`src/rtl/tube_pkg.sv`:
```
// Shared Tube constants, request bundle and width helpers.
package tube_pkg;
  localparam int TUBE_DATA_W   = 8;
  localparam int HP_FIFO_DEPTH = 2;
  localparam logic [TUBE_DATA_W-1:0] TUBE_RESET_BYTE = 8'h00;

  typedef struct packed {
    logic wr;     // qualified host write strobe
    logic rd;     // qualified parasite read strobe
    logic flush;
  } hp_req_t;

  function automatic int cnt_width(input int depth);
    return $clog2(depth + 1);
  endfunction

  function automatic int ptr_width(input int depth);
    return (depth > 1) ? $clog2(depth) : 1;
  endfunction
endpackage

```
`src/rtl/hp_count_m.sv`:
```
// Occupancy counter and ring pointers for the host-to-parasite buffer.
module hp_count_m
  import tube_pkg::*;
#(
  parameter int DEPTH = HP_FIFO_DEPTH,
  parameter int CW    = cnt_width(DEPTH),
  parameter int PW    = ptr_width(DEPTH)
) (
  input  logic          clk,
  input  logic          rst_n,
  input  logic          two_byte_mode,
  input  hp_req_t       req,
  output logic [CW-1:0] count,
  output logic [PW-1:0] rd_ptr,
  output logic [PW-1:0] wr_ptr,
  output logic          wr_en,
  output logic          available,
  output logic          full,
  output logic          nmi,
  output logic          overrun
);
  logic [CW-1:0] cap;
  logic          wr_ok, rd_ok;

  // Both sides judge against the pre-edge count, so space freed by a
  // same-cycle read is never handed to the writer.
  assign cap       = two_byte_mode ? CW'(DEPTH) : CW'(1);
  assign wr_ok     = req.wr & (count < cap);
  assign rd_ok     = req.rd & (count != '0);
  assign wr_en     = wr_ok & ~req.flush;
  assign full      = count >= cap;
  assign available = count != '0;
  assign nmi       = full & ~req.flush;

  function automatic logic [PW-1:0] bump(input logic [PW-1:0] p);
    return (p == PW'(DEPTH - 1)) ? '0 : p + PW'(1);
  endfunction

  always_ff @(posedge clk) begin
    if (!rst_n) begin
      count   <= '0;
      rd_ptr  <= '0;
      wr_ptr  <= '0;
      overrun <= 1'b0;
    end else if (req.flush) begin
      count   <= '0;
      rd_ptr  <= '0;
      wr_ptr  <= '0;
      overrun <= 1'b0;
    end else begin
      if (wr_ok) wr_ptr <= bump(wr_ptr);
      if (rd_ok) rd_ptr <= bump(rd_ptr);
      if (wr_ok & ~rd_ok)      count <= count + CW'(1);
      else if (rd_ok & ~wr_ok) count <= count - CW'(1);
      if (req.wr & ~wr_ok) overrun <= 1'b1;
    end
  end
endmodule

```
`src/rtl/hp_fifo.sv`:
```
// Host-to-parasite Tube data buffer: storage array and head-byte mux.
module hp_fifo
  import tube_pkg::*;
#(
  parameter int               WIDTH      = TUBE_DATA_W,
  parameter int               DEPTH      = HP_FIFO_DEPTH,
  parameter logic [WIDTH-1:0] RESET_DATA = TUBE_RESET_BYTE
) (
  input  logic             p_phi2,
  input  logic             h_rst_b,
  input  logic             two_byte_mode,
  input  logic             h_selectData,
  input  logic             h_rdnw,
  input  logic [WIDTH-1:0] h_data,
  input  logic             p_selectData,
  input  logic             p_rdnw,
  input  logic             p_flush,
  output logic [WIDTH-1:0] p_data,
  output logic             p_data_available,
  output logic             h_full,
  output logic             p_nmi,
  output logic             h_overrun
);
  localparam int CW = cnt_width(DEPTH);
  localparam int PW = ptr_width(DEPTH);

  hp_req_t                     req;
  logic [CW-1:0]               count;
  logic [PW-1:0]               rd_ptr, wr_ptr;
  logic                        wr_en;
  logic [DEPTH-1:0][WIDTH-1:0] mem;

  assign req.wr    = h_selectData & ~h_rdnw;
  assign req.rd    = p_selectData & p_rdnw;
  assign req.flush = p_flush;

  hp_count_m #(.DEPTH(DEPTH), .CW(CW), .PW(PW)) u_count (
    .clk           (p_phi2),
    .rst_n         (h_rst_b),
    .two_byte_mode (two_byte_mode),
    .req           (req),
    .count         (count),
    .rd_ptr        (rd_ptr),
    .wr_ptr        (wr_ptr),
    .wr_en         (wr_en),
    .available     (p_data_available),
    .full          (h_full),
    .nmi           (p_nmi),
    .overrun       (h_overrun)
  );

  always_ff @(posedge p_phi2) begin
    if (!h_rst_b) begin
      for (int i = 0; i < DEPTH; i++) mem[i] <= RESET_DATA;
    end else if (wr_en) begin
      mem[wr_ptr] <= h_data;
    end
  end

  // Head byte is shown even when empty, so a read on empty sees the stale entry.
  assign p_data = mem[rd_ptr];
endmodule

```
`config.mk`:
```
export PLATFORM = sky130hd
export DESIGN_NAME = hp_fifo
export DESIGN_NICKNAME = d
export VERILOG_FILES = /design/src/rtl/tube_pkg.sv /design/src/rtl/hp_count_m.sv /design/src/rtl/hp_fifo.sv
export SDC_FILE = /design/constraint.sdc
export NUM_CORES = 1
export LEC_CHECK = 0
export CAP_MARGIN = 20
export CORE_UTILIZATION = 45
export DETAILED_ROUTE_END_ITERATION = 8
export PLACE_DENSITY_LB_ADDON = 0.08
export RECOVER_POWER = 25
export SLEW_MARGIN = 10
export SYNTH_ARGS = -nofsm -noshare
export SYNTH_HDL_FRONTEND = slang
export SYNTH_SLANG_ARGS = --single-unit
export TNS_END_PERCENT = 100
```
`constraint.sdc`:
```
create_clock -name p_phi2 -period 6.1 [get_ports p_phi2]
set_input_delay 1.22 -clock p_phi2 [delete_from_list [all_inputs] [get_ports p_phi2]]
set_output_delay 1.22 -clock p_phi2 [all_outputs]
set_load 0.05 [all_outputs]
```
==> reports/results.ini <==
[sta]
final-hold-violation-count = 0
rsz0062_at_grt = false
clock_skew_ns = 0.00338
max_freq_mhz = 226
fin_hold_ws_ns = 0.455
worst_slew_pin_slew_ns = 1.09
min_period_ns = 4.43
finalSetupViolCount = 0
maxSlewViolCount = 0
slew_headroom_pct = 26.6
fin_setup_tns_ns = 0
post-route-period-util_pct = 72.6

[floorplan]
chipHeight_um = 49.7
initial_utilization_pct = 50.1
rows = 16
io_pins = 28
die-area_um2 = 2470
core_area_um2 = 2040
die_w_um = 49.7

[critical_path]
cp_slowest_cell = clkdlybuf4s50_1
arrival_ns = 3.21
cp_num_buf_inv = 3
critical_path.top_delay_family = buffers and inverters
reg2reg_depth = 5
required_ns = 4.88
cpPeakStageDelay_ns = 0.69
critPathMaxFanout = 2
regToRegSetupSlack_ns = 3.77
criticalPathCategory = in2out
reg2reg_from = u_count.count[1]
end_kind = output port
crit_chain = dlygate4sd3_1 -> inv_1 -> ha_1 -> nand2b_1 -> a21o_1 -> nor2b_1 -> clkdlybuf4s50_1
start_kind = primary input
rr_endpoint = mem[5]

[detailed_routing]
dr.pass1.iters = 4
viasPerCell = 4.97
drc_errors = 0
ant_nets = 0
routed_wl_um = 1890
num_vias = 800
m1WireLength_um = 924
routedWlPerCell_um = 11.7
met2_length_um = 864
drt_iter0_drc = 14
top_layer = met3
wl_met3_um = 97

[logic_synthesis]
synth_common_cells = nand2_1 (25), dfxtp_1 (21), mux2i_1 (17), mux2_2 (8)
yosysTopAreaCellShare_pct = 41.1
postSynthCellCount = 107
syn_area_um2 = 1020
yosys-top-cells-area = dfxtp_1 (41%), mux2i_1 (17%), nand2_1 (9.2%)
ys_seq_elements = 21
synth.most_common_cell = nand2_1
yosys_warnings = 0
yosysSeqAreaShare_pct = 41.1
async_flop_share_pct = 0
ys_types = 23
synth_edf_count = 0
synth_top_flop_cell = dfxtp_1
synth_fp_nets = 126
synth_largest_area_cell = dfxtp_1
syn_area_per_cell_um2 = 9.57

[outcome]
outcome = finished, final reports clean

[clocking]
clockBufferDepth = 2
h-tree-depth = 1
clock-root-buffer = clkbuf_4
clk_pin_slew_ns = 0.12
cts_setup_buffers = 0
ctsResizeCount = 0
numCtsBuffers = 3
cts_num_sinks = 21
cts_tree = built
clk_latency_ns = 0.30
hold_buffers = 0

[grt]
grt_use_total_pct = 16.7
grt_max_degree = 27
grt_overflow = 0
grt_pass1_vias = 722
antenna_found_initial = 0
grt_first_pass_wirelength_um = 3160

[min_path]
hold_start = u_count.overrun
holdPathEnd = u_count.overrun
min_path_type = reg2reg
worstHoldPathCells = 2

[power]
leakagePower_nw = 0.507
power_density_nw_per_um2 = 196
vdd_drop_max_mv = 0.160

[layout]
antenna_cells = 0
syn_to_final_growth_pct = 31.4
fill_cells = 175
nets = 154
fin_cells = 161
drive_gt1_share_pct = 11.9

[job]
cap_violations = 0

[placed_design]
port-buffer-count = 27
hpwl_um = 1400
dp.cells = 157
gp_congestion = 0.730

tightest hold or removal path, stage by stage (launching register included):
cell	delay (ns)
dfxtp_1	0.33
inv_1	0.05
a21oi_1	0.05
report_power, final:
group | total [W] | internal, W | leakage (nW) | switching (W)
Combinational | 0.0000520 | 0.0000239 | 0.323 | 0.0000281
Sequential | 0.000142 | 0.000140 | 0.170 | 0.00000212
Clock | 0.0000692 | 0.0000249 | 0.0139 | 0.0000442
Total | 0.000263 | 0.000189 | 0.507 | 0.0000744
cells in the final DEF (no fill, tap or decap), drive strengths merged:
cell type / synthesis / final
a21o: 1 / 1
a21oi: 2 / 2
buf: 1 / 1
clkbuf: 4 / 3
clkdlybuf4s50: 0 / 23
clkinvlp: 0 / 1
dfxtp: 21 / 21
dlygate4sd3: 0 / 4
ha: 3 / 3
inv: 3 / 3
mux2: 8 / 8
mux2i: 17 / 17
nand2: 25 / 25
nand2b: 5 / 5
nor2: 3 / 3
nor2b: 3 / 3
nor3: 1 / 1
nor4: 1 / 1
nor4b: 1 / 1
o211ai: 1 / 1
o21ai: 1 / 1
o21bai: 1 / 1
or2: 1 / 1
or3: 1 / 1
xor2: 3 / 3
stage by stage:
step	worst slack [ns]	utilization [%]	instance area (µm²)	total power, W
final	1.67	65.9	1350	0.000263
after global routing	1.60	65.9	1350	0.000276
after CTS	1.74	66.2	1350	0.000267
after detailed placement	1.73	64.7	1320	0.000198
after global placement	1.76	64.7	1320	0.000197
after floorplan	2.11	-	1020	0.000178
how the worst max path moves through the flow:
stage / start / end / slack, ns / depth (start not counted)
2_1_floorplan: two_byte_mode / p_nmi / 2.11 / 5
3_3_place_gp: two_byte_mode / p_nmi / 1.76 / 7
3_5_place_dp: two_byte_mode / p_nmi / 1.73 / 7
4_1_cts: two_byte_mode / p_nmi / 1.74 / 7
5_1_grt: two_byte_mode / p_nmi / 1.60 / 7
6_report: two_byte_mode / p_nmi / 1.67 / 7
sequential cells by signal, indices dropped and copies added (netlist names):
register	count
mem	16
u_count.count	2
u_count.overrun	1
u_count.rd_ptr	1
u_count.wr_ptr	1
cells by family after synthesis:
group / count (synthesis) / share of synthesized area, %
AO/OA/AOI/OAI: 6 / 3.67
XOR/XNOR: 3 / 2.57
adder cells (fa/ha/maj): 3 / 3.67
buffers and inverters: 8 / 3.06
flip-flops: 21 / 41.1
multiplexers: 25 / 25.4
AND/OR/NAND/NOR: 41 / 20.5
cell type report:
cell class / instances / area (µm²) / area share, %
inverter: 3 / 11.3 / 0.837
timing repair buffer: 28 / 278 / 20.7
clock inverter: 1 / 7.51 / 0.558
multi-input combinational: 78 / 572 / 42.5
clock buffer: 3 / 22.5 / 1.67
tap: 27 / 33.8 / 2.51
sequential: 21 / 420 / 31.3
layer usage:
metal	vias up	GRT usage, %
met1	370	20.5
met4	0	4.29
met5	-	0
met3	0	5.25
met2	19	28.2
li1	411	-
Power figures use the tool's default switching activity.
